[src/rtl/id_stage_if.sv]
// Bundle of the decode stage's pipeline-facing signals: IF/ID input, register-file
// read port, EX/MEM/WB bypass sources and the ID/EX register outputs.
interface id_stage_if #(
    parameter int XLEN = 32
);
    logic            if_valid;
    logic [31:0]     if_instr;
    logic [XLEN-1:0] if_pc;
    logic            id_ready;

    logic [4:0]      rf_ra1;
    logic [4:0]      rf_ra2;
    logic [XLEN-1:0] rf_rd1;
    logic [XLEN-1:0] rf_rd2;

    logic            ex_ready;
    logic            flush;
    logic [XLEN-1:0] ex_result;

    logic            mem_we;
    logic [4:0]      mem_rd;
    logic [XLEN-1:0] mem_data;

    logic            wb_we;
    logic [4:0]      wb_rd;
    logic [XLEN-1:0] wb_data;

    logic            idex_valid;
    logic [XLEN-1:0] idex_pc;
    logic [XLEN-1:0] idex_rs1_val;
    logic [XLEN-1:0] idex_rs2_val;
    logic [XLEN-1:0] idex_imm;
    logic [4:0]      idex_rs1;
    logic [4:0]      idex_rs2;
    logic [4:0]      idex_rd;
    logic [6:0]      idex_opcode;
    logic [2:0]      idex_funct3;
    logic            idex_funct7b5;
    logic            idex_we;
    logic            idex_is_load;
    logic            idex_is_store;
    logic            idex_illegal;
    logic [31:0]     stall_count;

    // The decode stage itself is the master of this bundle.
    modport master (
        input  if_valid, if_instr, if_pc,
        input  rf_rd1, rf_rd2,
        input  ex_ready, flush, ex_result,
        input  mem_we, mem_rd, mem_data,
        input  wb_we, wb_rd, wb_data,
        output id_ready, rf_ra1, rf_ra2,
        output idex_valid, idex_pc, idex_rs1_val, idex_rs2_val, idex_imm,
        output idex_rs1, idex_rs2, idex_rd, idex_opcode, idex_funct3,
        output idex_funct7b5, idex_we, idex_is_load, idex_is_store, idex_illegal,
        output stall_count
    );

    modport slave (
        output if_valid, if_instr, if_pc,
        output rf_rd1, rf_rd2,
        output ex_ready, flush, ex_result,
        output mem_we, mem_rd, mem_data,
        output wb_we, wb_rd, wb_data,
        input  id_ready, rf_ra1, rf_ra2,
        input  idex_valid, idex_pc, idex_rs1_val, idex_rs2_val, idex_imm,
        input  idex_rs1, idex_rs2, idex_rd, idex_opcode, idex_funct3,
        input  idex_funct7b5, idex_we, idex_is_load, idex_is_store, idex_illegal,
        input  stall_count
    );
endinterface

[src/rtl/id_stage.sv]
// Decode / operand-fetch stage: decodes the IF/ID instruction, bypasses operands from
// EX, MEM and WB, inserts load-use bubbles and owns the ID/EX pipeline register.
module id_stage #(
    parameter int XLEN = 32
) (
    input  logic       clk,
    input  logic       rst_n,
    id_stage_if.master bus
);
    localparam logic [6:0] OP_LOAD   = 7'b0000011;
    localparam logic [6:0] OP_IMM    = 7'b0010011;
    localparam logic [6:0] OP_JALR   = 7'b1100111;
    localparam logic [6:0] OP_STORE  = 7'b0100011;
    localparam logic [6:0] OP_BRANCH = 7'b1100011;
    localparam logic [6:0] OP_LUI    = 7'b0110111;
    localparam logic [6:0] OP_AUIPC  = 7'b0010111;
    localparam logic [6:0] OP_JAL    = 7'b1101111;
    localparam logic [6:0] OP_REG    = 7'b0110011;

    logic [31:0]            instr;
    logic [6:0]             opcode;
    logic [4:0]             rs1;
    logic [4:0]             rs2;
    logic [4:0]             rd;
    logic signed [XLEN-1:0] imm_d;
    logic                   we_d;
    logic                   illegal_d;
    logic                   use_rs1;
    logic                   use_rs2;
    logic [XLEN-1:0]        rs1_val_d;
    logic [XLEN-1:0]        rs2_val_d;
    logic                   hazard;
    logic                   adv;

    logic                   vld_p1;
    logic [XLEN-1:0]        pc_p1;
    logic [XLEN-1:0]        rs1_val_p1;
    logic [XLEN-1:0]        rs2_val_p1;
    logic signed [XLEN-1:0] imm_p1;
    logic [4:0]             rs1_p1;
    logic [4:0]             rs2_p1;
    logic [4:0]             rd_p1;
    logic [6:0]             opcode_p1;
    logic [2:0]             funct3_p1;
    logic                   funct7b5_p1;
    logic                   we_p1;
    logic                   is_load_p1;
    logic                   is_store_p1;
    logic                   illegal_p1;
    logic [XLEN-1:0]        stall_cnt;

    function automatic logic [XLEN-1:0] sat_inc(input logic [XLEN-1:0] v);
        return (&v) ? v : v + XLEN'(1);
    endfunction

    // Youngest producer wins; a load in EX has no result yet and is left to the hazard logic.
    function automatic logic [XLEN-1:0] operand(input logic [4:0] rs,
                                                 input logic [XLEN-1:0] rf_val);
        if (rs == 5'd0)
            return '0;
        else if (vld_p1 && we_p1 && !is_load_p1 && (rd_p1 == rs))
            return bus.ex_result;
        else if (bus.mem_we && (bus.mem_rd == rs))
            return bus.mem_data;
        else if (bus.wb_we && (bus.wb_rd == rs))
            return bus.wb_data;
        else
            return rf_val;
    endfunction

    assign instr  = bus.if_instr;
    assign opcode = instr[6:0];
    assign rd     = instr[11:7];
    assign rs1    = instr[19:15];
    assign rs2    = instr[24:20];

    always_comb begin
        imm_d     = '0;
        we_d      = 1'b0;
        illegal_d = 1'b0;
        use_rs1   = 1'b1;
        use_rs2   = 1'b0;
        case (opcode)
            OP_LOAD, OP_IMM, OP_JALR: begin
                imm_d = $signed({{20{instr[31]}}, instr[31:20]});
                we_d  = 1'b1;
            end
            OP_STORE: begin
                imm_d   = $signed({{20{instr[31]}}, instr[31:25], instr[11:7]});
                use_rs2 = 1'b1;
            end
            OP_BRANCH: begin
                imm_d   = $signed({{19{instr[31]}}, instr[31], instr[7],
                                   instr[30:25], instr[11:8], 1'b0});
                use_rs2 = 1'b1;
            end
            OP_LUI, OP_AUIPC: begin
                imm_d   = $signed({instr[31:12], 12'b0});
                we_d    = 1'b1;
                use_rs1 = 1'b0;
            end
            OP_JAL: begin
                imm_d   = $signed({{11{instr[31]}}, instr[31], instr[19:12],
                                   instr[20], instr[30:21], 1'b0});
                we_d    = 1'b1;
                use_rs1 = 1'b0;
            end
            OP_REG: begin
                we_d    = 1'b1;
                use_rs2 = 1'b1;
            end
            default: illegal_d = 1'b1;
        endcase
    end

    always_comb begin
        rs1_val_d = operand(rs1, bus.rf_rd1);
        rs2_val_d = operand(rs2, bus.rf_rd2);
    end

    assign adv    = !vld_p1 || bus.ex_ready;
    assign hazard = bus.if_valid && vld_p1 && is_load_p1 && (rd_p1 != 5'd0) &&
                    ((use_rs1 && (rd_p1 == rs1)) || (use_rs2 && (rd_p1 == rs2)));

    // Flush always drains IF/ID, even while EX is stalled or a hazard is pending.
    assign bus.id_ready = bus.flush || (adv && !hazard);
    assign bus.rf_ra1   = rs1;
    assign bus.rf_ra2   = rs2;

    // ---- ID -> EX boundary ----
    always_ff @(posedge clk or negedge rst_n) begin
        if (!rst_n) begin
            vld_p1      <= 1'b0;
            pc_p1       <= '0;
            rs1_val_p1  <= '0;
            rs2_val_p1  <= '0;
            imm_p1      <= '0;
            rs1_p1      <= '0;
            rs2_p1      <= '0;
            rd_p1       <= '0;
            opcode_p1   <= '0;
            funct3_p1   <= '0;
            funct7b5_p1 <= 1'b0;
            we_p1       <= 1'b0;
            is_load_p1  <= 1'b0;
            is_store_p1 <= 1'b0;
            illegal_p1  <= 1'b0;
            stall_cnt   <= '0;
        end else if (bus.flush) begin
            vld_p1 <= 1'b0;
        end else if (adv) begin
            if (hazard) begin
                vld_p1    <= 1'b0;
                stall_cnt <= sat_inc(stall_cnt);
            end else begin
                vld_p1      <= bus.if_valid;
                pc_p1       <= bus.if_pc;
                rs1_val_p1  <= rs1_val_d;
                rs2_val_p1  <= rs2_val_d;
                imm_p1      <= imm_d;
                rs1_p1      <= rs1;
                rs2_p1      <= rs2;
                rd_p1       <= rd;
                opcode_p1   <= opcode;
                funct3_p1   <= instr[14:12];
                funct7b5_p1 <= instr[30];
                we_p1       <= we_d;
                is_load_p1  <= (opcode == OP_LOAD);
                is_store_p1 <= (opcode == OP_STORE);
                illegal_p1  <= illegal_d;
            end
        end
    end

    assign bus.idex_valid    = vld_p1;
    assign bus.idex_pc       = pc_p1;
    assign bus.idex_rs1_val  = rs1_val_p1;
    assign bus.idex_rs2_val  = rs2_val_p1;
    assign bus.idex_imm      = imm_p1;
    assign bus.idex_rs1      = rs1_p1;
    assign bus.idex_rs2      = rs2_p1;
    assign bus.idex_rd       = rd_p1;
    assign bus.idex_opcode   = opcode_p1;
    assign bus.idex_funct3   = funct3_p1;
    assign bus.idex_funct7b5 = funct7b5_p1;
    assign bus.idex_we       = we_p1;
    assign bus.idex_is_load  = is_load_p1;
    assign bus.idex_is_store = is_store_p1;
    assign bus.idex_illegal  = illegal_p1;
    assign bus.stall_count   = stall_cnt;
endmodule

[src/flat_wrapper.sv]
// flat-port wrapper written by rule: the top's interface ports become plain ports
module id_stage_flat 
#(
    parameter int XLEN = 32
)
  (clk, rst_n, bus_if_valid, bus_if_instr, bus_if_pc, bus_rf_rd1, bus_rf_rd2, bus_ex_ready, bus_flush, bus_ex_result, bus_mem_we, bus_mem_rd, bus_mem_data, bus_wb_we, bus_wb_rd, bus_wb_data, bus_id_ready, bus_rf_ra1, bus_rf_ra2, bus_idex_valid, bus_idex_pc, bus_idex_rs1_val, bus_idex_rs2_val, bus_idex_imm, bus_idex_rs1, bus_idex_rs2, bus_idex_rd, bus_idex_opcode, bus_idex_funct3, bus_idex_funct7b5, bus_idex_we, bus_idex_is_load, bus_idex_is_store, bus_idex_illegal, bus_stall_count);
  id_stage_if #(.XLEN(XLEN)) bus_i ();
  input  logic clk;
  input  logic rst_n;
  input wire logic [$bits(bus_i.if_valid)-1:0] bus_if_valid;
  input wire logic [$bits(bus_i.if_instr)-1:0] bus_if_instr;
  input wire logic [$bits(bus_i.if_pc)-1:0] bus_if_pc;
  input wire logic [$bits(bus_i.rf_rd1)-1:0] bus_rf_rd1;
  input wire logic [$bits(bus_i.rf_rd2)-1:0] bus_rf_rd2;
  input wire logic [$bits(bus_i.ex_ready)-1:0] bus_ex_ready;
  input wire logic [$bits(bus_i.flush)-1:0] bus_flush;
  input wire logic [$bits(bus_i.ex_result)-1:0] bus_ex_result;
  input wire logic [$bits(bus_i.mem_we)-1:0] bus_mem_we;
  input wire logic [$bits(bus_i.mem_rd)-1:0] bus_mem_rd;
  input wire logic [$bits(bus_i.mem_data)-1:0] bus_mem_data;
  input wire logic [$bits(bus_i.wb_we)-1:0] bus_wb_we;
  input wire logic [$bits(bus_i.wb_rd)-1:0] bus_wb_rd;
  input wire logic [$bits(bus_i.wb_data)-1:0] bus_wb_data;
  output wire logic [$bits(bus_i.id_ready)-1:0] bus_id_ready;
  output wire logic [$bits(bus_i.rf_ra1)-1:0] bus_rf_ra1;
  output wire logic [$bits(bus_i.rf_ra2)-1:0] bus_rf_ra2;
  output wire logic [$bits(bus_i.idex_valid)-1:0] bus_idex_valid;
  output wire logic [$bits(bus_i.idex_pc)-1:0] bus_idex_pc;
  output wire logic [$bits(bus_i.idex_rs1_val)-1:0] bus_idex_rs1_val;
  output wire logic [$bits(bus_i.idex_rs2_val)-1:0] bus_idex_rs2_val;
  output wire logic [$bits(bus_i.idex_imm)-1:0] bus_idex_imm;
  output wire logic [$bits(bus_i.idex_rs1)-1:0] bus_idex_rs1;
  output wire logic [$bits(bus_i.idex_rs2)-1:0] bus_idex_rs2;
  output wire logic [$bits(bus_i.idex_rd)-1:0] bus_idex_rd;
  output wire logic [$bits(bus_i.idex_opcode)-1:0] bus_idex_opcode;
  output wire logic [$bits(bus_i.idex_funct3)-1:0] bus_idex_funct3;
  output wire logic [$bits(bus_i.idex_funct7b5)-1:0] bus_idex_funct7b5;
  output wire logic [$bits(bus_i.idex_we)-1:0] bus_idex_we;
  output wire logic [$bits(bus_i.idex_is_load)-1:0] bus_idex_is_load;
  output wire logic [$bits(bus_i.idex_is_store)-1:0] bus_idex_is_store;
  output wire logic [$bits(bus_i.idex_illegal)-1:0] bus_idex_illegal;
  output wire logic [$bits(bus_i.stall_count)-1:0] bus_stall_count;
  assign bus_i.if_valid = bus_if_valid;
  assign bus_i.if_instr = bus_if_instr;
  assign bus_i.if_pc = bus_if_pc;
  assign bus_i.rf_rd1 = bus_rf_rd1;
  assign bus_i.rf_rd2 = bus_rf_rd2;
  assign bus_i.ex_ready = bus_ex_ready;
  assign bus_i.flush = bus_flush;
  assign bus_i.ex_result = bus_ex_result;
  assign bus_i.mem_we = bus_mem_we;
  assign bus_i.mem_rd = bus_mem_rd;
  assign bus_i.mem_data = bus_mem_data;
  assign bus_i.wb_we = bus_wb_we;
  assign bus_i.wb_rd = bus_wb_rd;
  assign bus_i.wb_data = bus_wb_data;
  assign bus_id_ready = bus_i.id_ready;
  assign bus_rf_ra1 = bus_i.rf_ra1;
  assign bus_rf_ra2 = bus_i.rf_ra2;
  assign bus_idex_valid = bus_i.idex_valid;
  assign bus_idex_pc = bus_i.idex_pc;
  assign bus_idex_rs1_val = bus_i.idex_rs1_val;
  assign bus_idex_rs2_val = bus_i.idex_rs2_val;
  assign bus_idex_imm = bus_i.idex_imm;
  assign bus_idex_rs1 = bus_i.idex_rs1;
  assign bus_idex_rs2 = bus_i.idex_rs2;
  assign bus_idex_rd = bus_i.idex_rd;
  assign bus_idex_opcode = bus_i.idex_opcode;
  assign bus_idex_funct3 = bus_i.idex_funct3;
  assign bus_idex_funct7b5 = bus_i.idex_funct7b5;
  assign bus_idex_we = bus_i.idex_we;
  assign bus_idex_is_load = bus_i.idex_is_load;
  assign bus_idex_is_store = bus_i.idex_is_store;
  assign bus_idex_illegal = bus_i.idex_illegal;
  assign bus_stall_count = bus_i.stall_count;
  id_stage #(.XLEN(XLEN)) u_core (.clk(clk), .rst_n(rst_n), .bus(bus_i));
endmodule
[config.mk]
export PLATFORM = sky130hd
export DESIGN_NAME = id_stage_flat
export DESIGN_NICKNAME = d
export VERILOG_FILES = /design/src/rtl/id_stage_if.sv /design/src/rtl/id_stage.sv /design/src/flat_wrapper.sv
export SDC_FILE = /design/constraint.sdc
export NUM_CORES = 1
export LEC_CHECK = 0
export BUFFER_PORTS_ARGS = -buffer_cell sky130_fd_sc_hd__buf_2
export CORE_AREA = 2 2 172 174
export DETAILED_ROUTE_END_ITERATION = 6
export DIE_AREA = 0 0 174 176
export GPL_TIMING_DRIVEN = 0
export PLACE_DENSITY = 0.64
export SLEW_MARGIN = 10
export SYNTH_ARGS = -nofsm -noshare
export SYNTH_HDL_FRONTEND = slang
export SYNTH_SLANG_ARGS = --single-unit
[constraint.sdc]
create_clock -name clk -period 2.2 [get_ports clk]
set_input_delay 0.44 -clock clk [delete_from_list [all_inputs] [get_ports clk]]
set_output_delay 0.44 -clock clk [all_outputs]
set_load 0.03 [all_outputs]
* Word level (Yosys, flattened, before mapping)
Index checks and enable logic that the tools add are counted.
** Word-level totals
- Flip-flop bits (word level) :: 191
- Bits in latches :: 0
- RAM bits :: 0
- Bits in read-only memories :: 0
- Input bits :: 241
- Output and inout port bits :: 202
- Word-level logic and storage cells :: 85
- Memories :: 0
** Cells by class
- Add/subtract/negate cells :: 1
- Multiply operators :: 0
- Div/mod/pow operators :: 0
- Order comparisons :: 0
- Equal/unequal tests :: 15
- Shifts and indexed selects :: 0
- Muxes and demuxes :: 16
- Bitwise gates (word level) :: 3
- Reductions and logical operators :: 34
** Operators by type and width (count)
- 32-bit two-way mux :: 8
- 32-bit case mux with 5 select lines :: 1
- 32-bit by 1-bit adder with 32-bit output, second input constant :: 1
- 32-bit AND reduction :: 1
- 5-bit == test :: 6
- 7-bit by 6-bit == test with 1-bit output, second input constant :: 3
- 7-bit == test, second input constant :: 3
- 1-bit logical AND :: 15
- 7-bit by 5-bit == test with 1-bit output, second input constant :: 2
- 5-bit logical NOT :: 2
- 3-bit OR reduction :: 3
- 9-bit OR reduction :: 1
- 7-bit by 2-bit == test with 1-bit output, second input constant :: 1
- 1-bit two-way mux :: 7
- 7-bit OR reduction :: 1
- 5-bit nonzero test :: 1
- 4-bit AND reduction :: 1
- 1-bit logical NOT :: 3
- 1-bit logical OR :: 3
- 1-bit NOT :: 3
- 3-bit AND reduction :: 1
- 2-bit nonzero test :: 1
- 2-bit OR reduction :: 1

* Depth between registers and ports, before layout
Gate-level depths: netlist of run 1.
- Depth after elaboration :: 9
- Gate-level depth with buffers :: 11
- Depth with buffers taken out :: 7

* Least setup slack after synthesis of run 1
Ideal clock, no wire load.
- Path type :: input to register
- Start point :: input port bus_if_instr[24]
- End point :: register u_core.rd_p1[0] (netlist: u_core.bus.idex_rd[0])
- Data arrival time :: 2.373 ns
- Path slack :: -0.300 ns
- Stages on the path :: 9
- Path through :: clkbuf_1 > xnor2_1 > nand3_1 > or4_1 > o211ai_2 > buf_6 > buf_4 > buf_4 > mux2_1
** Between the ends
- Longest elaborated chain between the ends :: 6
** RTL lines
- start, declared :: line flat_wrapper.sv:11 : input wire logic [$bits(bus_i.if_instr)-1:0] bus_if_instr;
- 5-bit == test :: line id_stage.sv:123 : ((use_rs1 && (rd_p1 == rs1)) || (use_rs2 && (rd_p1 == rs2)));
- 1-bit logical AND :: line id_stage.sv:123
- 1-bit logical OR :: line id_stage.sv:123
- 1-bit logical AND :: line id_stage.sv:122 : assign hazard = bus.if_valid && vld_p1 && is_load_p1 && (rd_p1 != 5'd0) &&
- 1-bit NOT (no source line)
- 3-bit AND reduction (no source line)
- end signal, assigned :: line id_stage.sv:163 : rd_p1 <= rd;
- end, declared :: line id_stage.sv:42 : logic [4:0] rd_p1;
No other way between the ends.
A chain may end at the register's enable or synchronous reset.

* Worst setup path after layout of run 1
- Start point :: register u_core.rd_p1[0] (netlist: u_core.bus.idex_rd[0])
- End point :: output port bus_id_ready
** Between the ends
- Longest elaborated chain between the ends :: 7
** RTL lines
- 5-bit == test :: line id_stage.sv:123
- 1-bit logical AND :: line id_stage.sv:123
- 1-bit logical OR :: line id_stage.sv:123
- 1-bit logical AND * :: line id_stage.sv:122
- 1-bit logical NOT * :: line id_stage.sv:126 : assign bus.id_ready = bus.flush || (adv && !hazard);
- 1-bit logical AND * :: line id_stage.sv:126
- 1-bit logical OR * :: line id_stage.sv:126
- end, declared :: line flat_wrapper.sv:24 : output wire logic [$bits(bus_i.id_ready)-1:0] bus_id_ready;
Mark *: on every way between the ends. The rest lies on a longest branch, timed or not.

==> PnR_summary.wiki, run 1 <==
{| class="wikitable"
! Metric !! Value
|-
| Launch instance of the worst register-to-register path || u_core.bus.idex_rd[3]
|-
| Static leakage || 7.54 nW
|-
| Number of antenna violations at the first check in global routing || 14
|-
| Worst slack, placed || -1110 ps
|-
| Outcome || finished with violations
|-
| Flip-flop cell with the highest count after synthesis || dfrtp_1
|-
| Iteration count of the initial detailed-routing pass || 6
|-
| Ratio of final minimum period to clock period || 1.21
|-
| Launch point of the critical path || u_core.bus.idex_rd[0]
|-
| Number of synthesized register bits || 191
|-
| Area growth, synth to finish || 53.4%
|-
| Post-Route Hold Slack || 17.8 ps
|-
| Floorplan die height || 176 µm
|-
| Final core utilization || 0.564
|-
| Classification of the worst-slack hold path || in2async
|-
| Worst slew slack as a fraction of its limit || 0.485
|-
| Routed vias || 11259
|-
| Switching power of the nets || 3.64 mW
|-
| Critical Path RT || 1760 ps
|-
| Number of cells traversed by the worst register-to-register path || 10
|-
| Post-DR wirelength/cell || 23.8 µm
|-
| Setup repair after global routing missed its margin || true
|-
| Setup slack of the most critical reg-to-reg path || -440 ps
|-
| Most common library cell in the layout ignoring fill and taps || buf_2
|-
| Floorplan die area || 30600 µm²
|-
| Critical path endpoint || bus_id_ready
|-
| Total Routing Usage GR || 0.306
|-
| Sequential share of the synthesized area || 0.455
|-
| Gpl congestion || 0.881
|-
| Mean instance size in the synthesized netlist || 9.46 µm²
|-
| Count of warnings emitted by yosys || 0
|-
| Endpoint of the lowest-slack register-to-register path || u_core.bus.idex_rs1_val[19]
|-
| Highest achievable clock rate || 377 MHz
|-
| Path length in cells of the critical path || 6
|-
| Number of remaining DRC errors || 0
|-
| Slew Viols, Final || 0
|-
| Longest individual stage delay on the worst path || 560 ps
|-
| Startpoint types || register
|-
| Post-synth top area cell || dfrtp_1
|-
| Post-CTS Hold Buffers || 0
|-
| Core box area || 28500 µm²
|-
| Share of total power consumed by net switching || 0.356
|-
| First-pass GRT wire length || 70800 µm
|-
| Number of clock sinks || 191
|-
| Largest net degree at the start of global routing || 102
|-
| Number of nets at the end of the flow || 1865
|-
| Max-cap viol count || 0
|-
| Critical path data arrival time || 2210 ps
|-
| Fraction of layout instances using a drive strength above 1 || 0.471
|-
| Critical path capture point type || primary output
|-
| Number of distinct library cells after synthesis || 48
|-
| Number of buffers added by the clock tree synthesis step || 17
|-
| List of cells traversed by the critical path || xnor2_2 -> nand3_2 -> or4_4 -> o21a_4 -> a21o_4 -> buf_6
|-
| Actual slew at the worst max-slew pin || 773 ps
|-
| Clock tree from TritonCTS || yes
|-
| Post-synth EDFFs || 0
|-
| Final number of hold-violating endpoints || 0
|-
| Wire length after detailed routing || 48200 µm
|-
| Internal power consumption || 6.57 mW
|-
| Total half-perimeter wirelength after legalization and detailed placement || 34600 µm
|-
| Initial DRC count || 753
|-
| Sequential Power Share || 0.393
|-
| Width of the chip || 174 µm
|-
| Portion of total power attributed to the clock network || 0.319
|-
| Cells taking the most area after synthesis || dfrtp_1, nand2_1, mux2_1
|-
| Via count of the first global-routing pass || 11306
|-
| H-tree level count || 4
|-
| Pwr per Cell Area || 635 nW/µm²
|-
| Synthesized Nets || 1351
|-
| Family with the most delay on the worst path || simple AND/OR/NAND/NOR gates
|-
| Filler instances || 2668
|-
| DR vias/cell || 5.56
|-
| VDD IR max || 0.502 mV
|-
| Post-layout total power || 10.2 mW
|-
| Top-area cell type share of the netlist area || 0.455
|-
| Combinational cell fraction of total power || 0.288
|-
| Violations in the final reports || negative setup slack
|-
| Critical path fanouts, max || 3
|-
| DRT antenna net count || 0
|-
| Worst path buffer plus inverter count || 1
|-
| Final worst clock skew || 25.4 ps
|-
| Synthesized area || 10500 µm²
|-
| Final critical delay including setup and external delays || 2650 ps
|-
| Root cell of the clock tree || clkbuf_16
|-
| Cells after synthesis || 1109
|-
| WS Path Type || reg2out
|-
| Sum of overflow across all layers after global routing || 0
|-
| Floorplan row count || 62
|-
| Slowest stage cell on the critical path || or4_4
|-
| Clock tree buffer depth || 2
|-
| Initial core utilization || 0.368
|-
| Clock latency on the worst-skew pair || 450 ps
|-
| Final WS setup || -454 ps
|-
| Worst-path clk slew || 80 ps
|-
| Commonest cells after routing, fill and taps aside || buf_2, dfrtp_1, nand2_1, nand3_1, nor2b_1
|-
| Number of buffers added on ports || 432
|-
| Num ports || 443
|-
| Count of final setup violators || 160
|-
| Post-synth ARST share || 1.00
|}
## cells in the mapped netlist (20+ instances only)
| cell type | count |
|---|---|
| o21ai_0 | 33 |
| or4_1 | 24 |
| nor4_1 | 27 |
| a211oi_1 | 32 |
| nand3_1 | 85 |
| o211ai_1 | 32 |
| dfrtp_1 | 191 |
| mux2_1 | 56 |
| xnor2_1 | 43 |
| a21oi_1 | 23 |
| a21boi_0 | 32 |
| clkbuf_1 | 71 |
| buf_4 | 20 |
| nor2b_1 | 58 |
| nand2_1 | 180 |
| a32o_1 | 33 |
## worst reg2reg max path, stage by stage (launching register included)
cell and delay [ps]:
dfrtp_2 460, or4_4 570, o21ai_4 170, or4_4 160, buf_4 110, o211ai_4 80
buf_6 160, buf_6 130, bufbuf_16 260, or4_4 410, nand3_2 80
## area by class of cell
class	instances	area [µm²]	area share
diodes	6	15.0	0.000933
repair buffers	498	3310	0.206
inverters	6	22.5	0.00140
plain buffers	104	774	0.0481
flip-flops and latches	191	4800	0.299
multi-input cells	805	6090	0.379
clock inverters	14	163	0.0101
clock buffers	18	429	0.0267
well taps	384	480	0.0299
## stage by stage
| stage | setup TNS [ps] | cell area, µm² | std cells |
|---|---|---|---|
| after floorplan | -15610 | 10900 | 1109 |
| after detailed placement | -129220 | 13600 | 1926 |
| final | -49750 | 16100 | 2026 |
| after global routing | -62030 | 16100 | 2025 |
| after CTS | -52680 | 15700 | 2011 |
| after global placement | -641770 | 13500 | 1925 |
## cell families after synthesis
kind of cell    synth area share
compound gates             0.158
xor+xnor                  0.0509
fa+ha+maj                0.00119
buf+inv                   0.0505
flops                      0.455
mux                       0.0601
simple gates               0.224
## repair_timing
action                                  4_1_cts  5_1_grt
setup buffers                                39       12
endpoints found under the setup margin      190      190
resized for setup                           151       99
endpoints found under the hold margin         0        0
gates cloned                                 18        2
pin swaps                                    31       35
## power by group through the flow
stage                     sequential, mW  clock [mW]  combinational (mW)
after detailed placement            4.07           0                2.49
after CTS                           4.00        3.29                2.87
final                               4.01        3.26                2.94
after global placement              4.06           0                2.46
after global routing                4.05        3.43                3.09
after floorplan                     4.67           0               0.881
## worst min-delay path by stage
stage | start | end | slack (ps) | cells past startpoint
after floorplan | rst_n | u_core.bus.idex_funct3[0] | 140 | 0
after global placement | u_core.bus.idex_imm[18] | u_core.bus.idex_imm[18] | 460 | 2
after detailed placement | u_core.bus.idex_rs1_val[8] | u_core.bus.idex_rs1_val[8] | 460 | 2
after CTS | rst_n | u_core.bus.idex_pc[0] | 50 | 1
after global routing | rst_n | u_core.bus.idex_pc[0] | 40 | 1
final | rst_n | u_core.bus.idex_pc[0] | 20 | 1
## registers in the layout, indices dropped and copies added, names as in the netlist
| signal | count |
|---|---|
| u_core.bus.idex_imm | 32 |
| u_core.bus.idex_valid | 1 |
| u_core.bus.idex_opcode | 7 |
| u_core.bus.idex_funct3 | 3 |
| u_core.bus.idex_rs2_val | 32 |
| u_core.bus.idex_pc | 32 |
| u_core.bus.idex_we | 1 |
| u_core.bus.idex_funct7b5 | 1 |
| u_core.bus.idex_illegal | 1 |
| u_core.bus.idex_rs1_val | 32 |
| u_core.bus.idex_rd | 5 |
| u_core.bus.idex_is_store | 1 |
| u_core.bus.idex_rs2 | 5 |
| u_core.bus.stall_count | 32 |
| u_core.bus.idex_rs1 | 5 |
| u_core.bus.idex_is_load | 1 |
## per-layer routing
metal,vias up,track usage,wire [µm]
met2,579,0.530,24000
met4,16,0.0952,1240
li1,5058,-,-
met1,5522,0.380,19300
met3,84,0.0685,3530
met5,-,0,99
No activity file was read; power rests on OpenSTA's default activity.
==> run 2: changes to the inputs <==
- CORE_AREA: 2 2 172 174 -> 2 2 170 172
- CTS_BUF_LIST: unset -> sky130_fd_sc_hd__clkbuf_4
- DIE_AREA: 0 0 174 176 -> 0 0 172 174
- PLACE_DENSITY: 0.64 -> 0.66
==> run 2 against run 1 <==
Net effect: first-iteration DRC count up 28%; flip-flop and latch count stayed put; the flow still finishes with violations (negative setup slack); largest cell class unchanged; highest routed layer unchanged; clock power shrank 25%; power is 8.0% lower; global-route usage decreased by 0.66 points; final cell count barely moved; routed wire length rose by 0.26%; non-clock buffer count decreased by 10; design area shrank 2.4%; largest power group unchanged; count of clock-buffer cells in the layout is 2 higher.
==> PnR_summary.wiki, run 2 (synthesis results as in run 1) <==
{| class="wikitable"
! Metric !! Value
|-
| Outcome || finished with violations (unchanged)
|-
| Violations in the final reports || negative setup slack (unchanged)
|-
| Critical path capture point type || primary output (unchanged)
|-
| Via count of the first global-routing pass || 10943 (was 11306)
|-
| Critical path fanouts, max || 3 (unchanged)
|-
| Wire length after detailed routing || 48300 µm (was 48200 µm)
|-
| DRT antenna net count || 0 (unchanged)
|-
| Ratio of final minimum period to clock period || 1.31 (was 1.21)
|-
| Number of remaining DRC errors || 0 (unchanged)
|-
| H-tree level count || 4 (unchanged)
|-
| M1 GR Usage || 0.365 (was 0.380)
|-
| Number of clock sinks || 191 (unchanged)
|-
| Initial core utilization || 0.372 (was 0.368)
|-
| Floorplan die height || 174 µm (was 176 µm)
|-
| Post-Route Hold Slack || 62.2 ps (was 17.8 ps)
|-
| Total half-perimeter wirelength after legalization and detailed placement || 34400 µm (was 34600 µm)
|-
| Floorplan die area || 29900 µm² (was 30600 µm²)
|-
| Root cell of the clock tree || clkbuf_4 (was clkbuf_16)
|-
| Final WS setup || -687 ps (was -454 ps)
|-
| Clock latency on the worst-skew pair || 620 ps (was 450 ps)
|-
| Final critical delay including setup and external delays || 2890 ps (was 2650 ps)
|-
| WS Path Type || reg2out (unchanged)
|-
| Iteration count of the initial detailed-routing pass || 5 (was 6)
|-
| Pwr per Cell Area || 598 nW/µm² (was 635 nW/µm²)
|-
| Core box area || 28200 µm² (was 28500 µm²)
|-
| Area growth, synth to finish || 49.7% (was 53.4%)
|-
| Clock tree from TritonCTS || yes (unchanged)
|-
| Critical Path RT || 1760 ps (about the same)
|-
| Gpl congestion || 0.901 (was 0.881)
|-
| Actual slew at the worst max-slew pin || 847 ps (was 773 ps)
|-
| Final worst clock skew || 41.2 ps (was 25.4 ps)
|-
| Number of buffers added on ports || 432 (unchanged)
|-
| Floorplan row count || 62 (unchanged)
|-
| Setup repair after global routing missed its margin || true (unchanged)
|-
| Routing usage on met3 || 0.0872 (was 0.0685)
|-
| Number of buffers added by the clock tree synthesis step || 17 (unchanged)
|-
| Startpoint types || register (unchanged)
|-
| Longest individual stage delay on the worst path || 470 ps (was 560 ps)
|-
| Sum of overflow across all layers after global routing || 0 (unchanged)
|-
| Most common library cell in the layout ignoring fill and taps || buf_2 (unchanged)
|-
| Area used by multi-input combinational logic || 6130 µm² (was 6090 µm²)
|-
| Num ports || 443 (unchanged)
|-
| Worst path buffer plus inverter count || 2 (was 1)
|-
| Total Routing Usage GR || 0.299 (was 0.306)
|-
| Grt peak-use layer || met2 (unchanged)
|-
| First-pass GRT wire length || 67000 µm (was 70800 µm)
|-
| Clock tree buffer depth || 2 (unchanged)
|-
| Fraction of layout instances using a drive strength above 1 || 0.483 (was 0.471)
|-
| VDD IR max || 0.339 mV (was 0.502 mV)
|-
| Register Area || 4810 µm² (was 4800 µm²)
|-
| Number of antenna violations at the first check in global routing || 16 (was 14)
|-
| Routed vias || 11279 (was 11259)
|-
| Max-cap viol count || 0 (unchanged)
|-
| Number of nets at the end of the flow || 1855 (was 1865)
|-
| Post-layout total power || 9.39 mW (was 10.2 mW)
|-
| List of cells traversed by the critical path || buf_6 -> xnor2_1 -> nand3_2 -> or2_4 -> o21a_1 -> a21o_4 -> buf_6 (was xnor2_2 -> nand3_2 -> or4_4 -> o21a_4 -> a21o_4 -> buf_6)
|-
| Worst slew slack as a fraction of its limit || 0.435 (was 0.485)
|-
| Commonest cells after routing, fill and taps aside || buf_2, dfrtp_1, nand2_1, nand3_1, nor2b_1 (unchanged)
|-
| Final number of hold-violating endpoints || 0 (unchanged)
|-
| Slew Viols, Final || 0 (unchanged)
|-
| DR vias/cell || 5.57 (was 5.56)
|-
| Width of the chip || 172 µm (was 174 µm)
|-
| Filler instances || 2619 (was 2668)
|-
| Post-DR wirelength/cell || 23.9 µm (was 23.8 µm)
|-
| Slowest stage cell on the critical path || dfrtp_2 (was or4_4)
|-
| Classification of the worst-slack hold path || in2reg (was in2async)
|-
| Crit-path most repeated cell || buf_6
|-
| Family with the most delay on the worst path || simple AND/OR/NAND/NOR gates (unchanged)
|-
| Initial DRC count || 963 (was 753)
|-
| Critical path data arrival time || 2450 ps (was 2210 ps)
|-
| Worst-path clk slew || 170 ps (was 80 ps)
|-
| Count of final setup violators || 186 (was 160)
|-
| Grt met2 use || 0.497 (was 0.530)
|-
| Highest achievable clock rate || 346 MHz (was 377 MHz)
|-
| Static leakage || 7.43 nW (was 7.54 nW)
|-
| Largest net degree at the start of global routing || 100 (was 102)
|}
-- run 2: cell count changes in the layout (fill, tap and decap cells not counted), sizes merged, moves of 5 or more --
cell / change
clkbuf: +25
diode: +8
bufinv: +5
buf: -36
dlygate4sd3: +6
-- run 2: stage by stage --
| stage | instance area, µm² | setup TNS (ps) | utilization | worst slack, ps | instances |
|---|---|---|---|---|---|
| final | 15700 | -55930 | 0.556 | -687 | 2024 |
| after global routing | 15700 | -71900 | 0.556 | -798 | 2017 |
| after CTS | 14300 | -60830 | 0.505 | -671 | 1975 |
| after detailed placement | 13600 | -136740 | 0.481 | -1380 | 1926 |
| after global placement | 13500 | -637980 | 0.480 | -3000 | 1925 |
| after floorplan | 10900 | -15610 | - | -162 | 1109 |
-- run 2: worst paths after layout --
kind	to	slack, ps	startpoint	cells after the start
max	bus_id_ready	-690	u_core.bus.idex_rd[3]	7
min	u_core.bus.idex_pc[24]	60	bus_if_pc[24]	2
max reg2reg	u_core.bus.idex_rs1_val[12]	-450	u_core.bus.idex_rd[2]	11
min reg2reg	u_core.bus.stall_count[26]	490	u_core.bus.stall_count[26]	1
max in group asynchronous	u_core.bus.stall_count[25]	760	rst_n	3
min in group asynchronous	u_core.bus.idex_pc[12]	450	rst_n	2
-- run 2: layout make-up --
type | instances | area share
multi-input combinational | 805 | 0.391
sequential | 191 | 0.306
timing repair buffer | 485 | 0.193
buffer | 107 | 0.0531
tap | 384 | 0.0306
clock inverter | 12 | 0.0132
clock buffer | 20 | 0.00956
antenna | 14 | 0.00223
inverter | 6 | 0.00143
-- run 2: metal layers --
metal | share of wire | vias up
li1 | - | 5049
met1 | 0.39 | 5549
met2 | 0.49 | 583
met3 | 0.086 | 90
met4 | 0.034 | 8
met5 | 0.0011 | -
-- run 2: report_power, final --
group | switching (mW) | internal [mW] | total [mW]
Clock | 1.37 | 1.07 | 2.44
Sequential | 0.224 | 3.82 | 4.04
Combinational | 1.74 | 1.18 | 2.91
Total | 3.33 | 6.06 | 9.39
-- run 2: what timing repair did --
action | 4_1_cts | 5_1_grt
hold buffers | 4 | 2
endpoints found under the setup margin | 190 | 191
hold endpoints to repair | 101 | 2
pin swaps | 4 | 34
gates resized for setup | 42 | 242
buffers inserted | 13 | 14
gates cloned | 0 | 22
==> run 3: changes to the inputs <==
- MAX_ROUTING_LAYER: unset -> met4
- SKIP_CTS_REPAIR_TIMING: unset -> 1
==> run 3 against run 2 <==
Net effect: the run still ends with negative setup slack left; non-clock buffer count down 7; clock skew down 14 ps; sequential power about the same; critical endpoint unchanged; design area about the same; worst setup slack better by 17 ps; routed wire length about the same.
==> PnR_summary.wiki, run 3 (synthesis results as in run 1) <==
{| class="wikitable"
! Metric !! Value
|-
| Initial DRC count || 803 (was 963)
|-
| Number of nets at the end of the flow || 1849 (was 1855)
|-
| Via count of the first global-routing pass || 10560 (was 10943)
|-
| Setup repair after global routing missed its margin || true (unchanged)
|-
| Longest individual stage delay on the worst path || 570 ps (was 470 ps)
|-
| Floorplan die area || 29900 µm² (unchanged)
|-
| DR vias/cell || 5.56 (was 5.57)
|-
| Filler instances || 2649 (was 2619)
|-
| Slew Viols, Final || 0 (unchanged)
|-
| Most common library cell in the layout ignoring fill and taps || buf_2 (unchanged)
|-
| Number of remaining DRC errors || 0 (unchanged)
|-
| Pwr per Cell Area || 582 nW/µm² (was 598 nW/µm²)
|-
| Family with the most delay on the worst path || simple AND/OR/NAND/NOR gates (unchanged)
|-
| First-pass GRT wire length || 65000 µm (was 67000 µm)
|-
| Slowest stage cell on the critical path || or4_4 (was dfrtp_2)
|-
| Floorplan die height || 174 µm (unchanged)
|-
| Max-cap viol count || 0 (unchanged)
|-
| WS Path Type || reg2out (unchanged)
|-
| Area growth, synth to finish || 49.6% (was 49.7%)
|-
| Worst-path clk slew || 160 ps (was 170 ps)
|-
| Final number of hold-violating endpoints || 0 (unchanged)
|-
| Total Routing Usage GR || 0.300 (was 0.299)
|-
| Outcome || finished with violations (unchanged)
|-
| Violations in the final reports || negative setup slack (unchanged)
|-
| H-tree level count || 4 (unchanged)
|-
| Root cell of the clock tree || clkbuf_4 (unchanged)
|-
| Worst slack, placed || -1380 ps (about the same)
|-
| List of cells traversed by the critical path || xnor2_2 -> nand3_2 -> or4_4 -> o21a_4 -> a21o_4 -> buf_6 (was buf_6 -> xnor2_1 -> nand3_2 -> or2_4 -> o21a_1 -> a21o_4 -> buf_6)
|-
| Fin Setup TNS || -40070 ps (was -55930 ps)
|-
| Count of final setup violators || 186 (unchanged)
|-
| Static leakage || 7.40 nW (was 7.43 nW)
|-
| Iteration count of the initial detailed-routing pass || 7 (was 5)
|-
| Commonest cells after routing, fill and taps aside || buf_2, dfrtp_1, nand2_1, nand3_1, nor2b_1 (unchanged)
|-
| Final WS setup || -670 ps (was -687 ps)
|-
| Fraction of layout instances using a drive strength above 1 || 0.495 (was 0.483)
|-
| Worst path buffer plus inverter count || 1 (was 2)
|-
| Number of buffers added by the clock tree synthesis step || 17 (unchanged)
|-
| Critical path capture point type || primary output (unchanged)
|-
| Classification of the worst-slack hold path || in2reg (unchanged)
|-
| Core box area || 28200 µm² (unchanged)
|-
| Total half-perimeter wirelength after legalization and detailed placement || 34500 µm (was 34400 µm)
|-
| Wire length after detailed routing || 48300 µm (about the same)
|-
| Post-DR wirelength/cell || 23.9 µm (about the same)
|-
| Width of the chip || 172 µm (unchanged)
|-
| Highest achievable clock rate || 348 MHz (was 346 MHz)
|-
| Gpl congestion || 0.909 (was 0.901)
|-
| Number of antenna violations at the first check in global routing || 17 (was 16)
|-
| Number of clock sinks || 191 (unchanged)
|-
| Floorplan row count || 62 (unchanged)
|-
| Num ports || 443 (unchanged)
|-
| Critical Path RT || 1760 ps (about the same)
|-
| DRT antenna net count || 0 (unchanged)
|-
| Critical path data arrival time || 2430 ps (was 2450 ps)
|-
| Final worst clock skew || 27.6 ps (was 41.2 ps)
|-
| Actual slew at the worst max-slew pin || 750 ps (was 847 ps)
|-
| Routed vias || 11247 (was 11279)
|-
| Critical path fanouts, max || 4 (was 3)
|-
| Number of buffers added on ports || 432 (unchanged)
|-
| Ratio of final minimum period to clock period || 1.30 (was 1.31)
|-
| Startpoint types || register (unchanged)
|-
| Sum of overflow across all layers after global routing || 0 (unchanged)
|-
| Worst slew slack as a fraction of its limit || 0.500 (was 0.435)
|-
| Post-Route Hold Slack || 62.9 ps (was 62.2 ps)
|-
| Initial core utilization || 0.372 (unchanged)
|-
| Clock latency on the worst-skew pair || 610 ps (was 620 ps)
|-
| Clock tree buffer depth || 2 (unchanged)
|-
| Clock tree from TritonCTS || yes (unchanged)
|-
| VDD IR max || 0.295 mV (was 0.339 mV)
|-
| Largest net degree at the start of global routing || 109 (was 100)
|-
| Final critical delay including setup and external delays || 2870 ps (was 2890 ps)
|}
==> run 3: cell count changes in the layout (fill, tap and decap cells not counted), moves of 4 or more <==
| cell | delta |
|---|---|
| nand2_2 | +4 |
| nand2_1 | -11 |
| nor4_2 | +5 |
| nand2_4 | +7 |
| diode_2 | +4 |
==> run 3: power by group <==
| part | switching [mW] | total, mW | internal, mW |
|---|---|---|---|
| registers | 0.239 | 4.05 | 3.82 |
| clock network | 1.32 | 2.16 | 0.837 |
| logic | 1.74 | 2.92 | 1.19 |
==> run 3: worst paths after layout <==
kind                       cells past startpoint                      start  slack, ps                    endpoint
max                                            6      u_core.bus.idex_rd[4]       -670                bus_id_ready
min                                            3           bus_if_instr[28]         60      u_core.bus.idex_imm[8]
max reg2reg                                    8      u_core.bus.idex_rd[4]       -480  u_core.bus.stall_count[21]
min reg2reg                                    1  u_core.bus.stall_count[9]        500   u_core.bus.stall_count[9]
max in group asynchronous                      3                      rst_n        740  u_core.bus.stall_count[25]
min in group asynchronous                      2                      rst_n        430      u_core.bus.idex_pc[12]
==> run 3: area by class of cell <==
class / count / area (µm²) / share of cell area
Clock inverter: 12 / 160 / 0.0102
Sequential cell: 191 / 4810 / 0.306
Tap cell: 384 / 480 / 0.0306
Timing Repair Buffer: 479 / 2940 / 0.187
Inverter: 6 / 22.5 / 0.00143
Clock buffer: 20 / 150 / 0.00956
Antenna cell: 18 / 45.0 / 0.00287
Multi-Input combinational cell: 806 / 6260 / 0.399
Buffer: 106 / 838 / 0.0534
==> run 3: per-layer routing <==
layer	share of wire	global-route usage	vias to the layer above
li1	-	-	5044
met1	0.39	0.362	5512
met2	0.50	0.502	606
met3	0.085	0.0722	85
met4	0.026	0.0798	0
met5	0	-	-
==> run 3: stage by stage <==
| stage | std cells | utilization | instance area [µm²] | power, mW |
|---|---|---|---|---|
| after floorplan | 1109 | - | 10900 | 5.55 |
| after global placement | 1925 | 0.480 | 13500 | 6.53 |
| after detailed placement | 1926 | 0.481 | 13600 | 6.56 |
| after CTS | 1958 | 0.492 | 13900 | 8.73 |
| after global routing | 2021 | 0.556 | 15700 | 9.50 |
| final | 2022 | 0.556 | 15700 | 9.13 |
==> run 3: worst register-to-register path: cells and delay by family (launching register included) <==
family | cells | cell delay (ps)
buffers and inverters | 2 | 570
DFF | 1 | 470
xor gates and xnor gates | 2 | 370
and+or+nand+nor | 3 | 840
AOI/OAI and AO/OA | 1 | 320
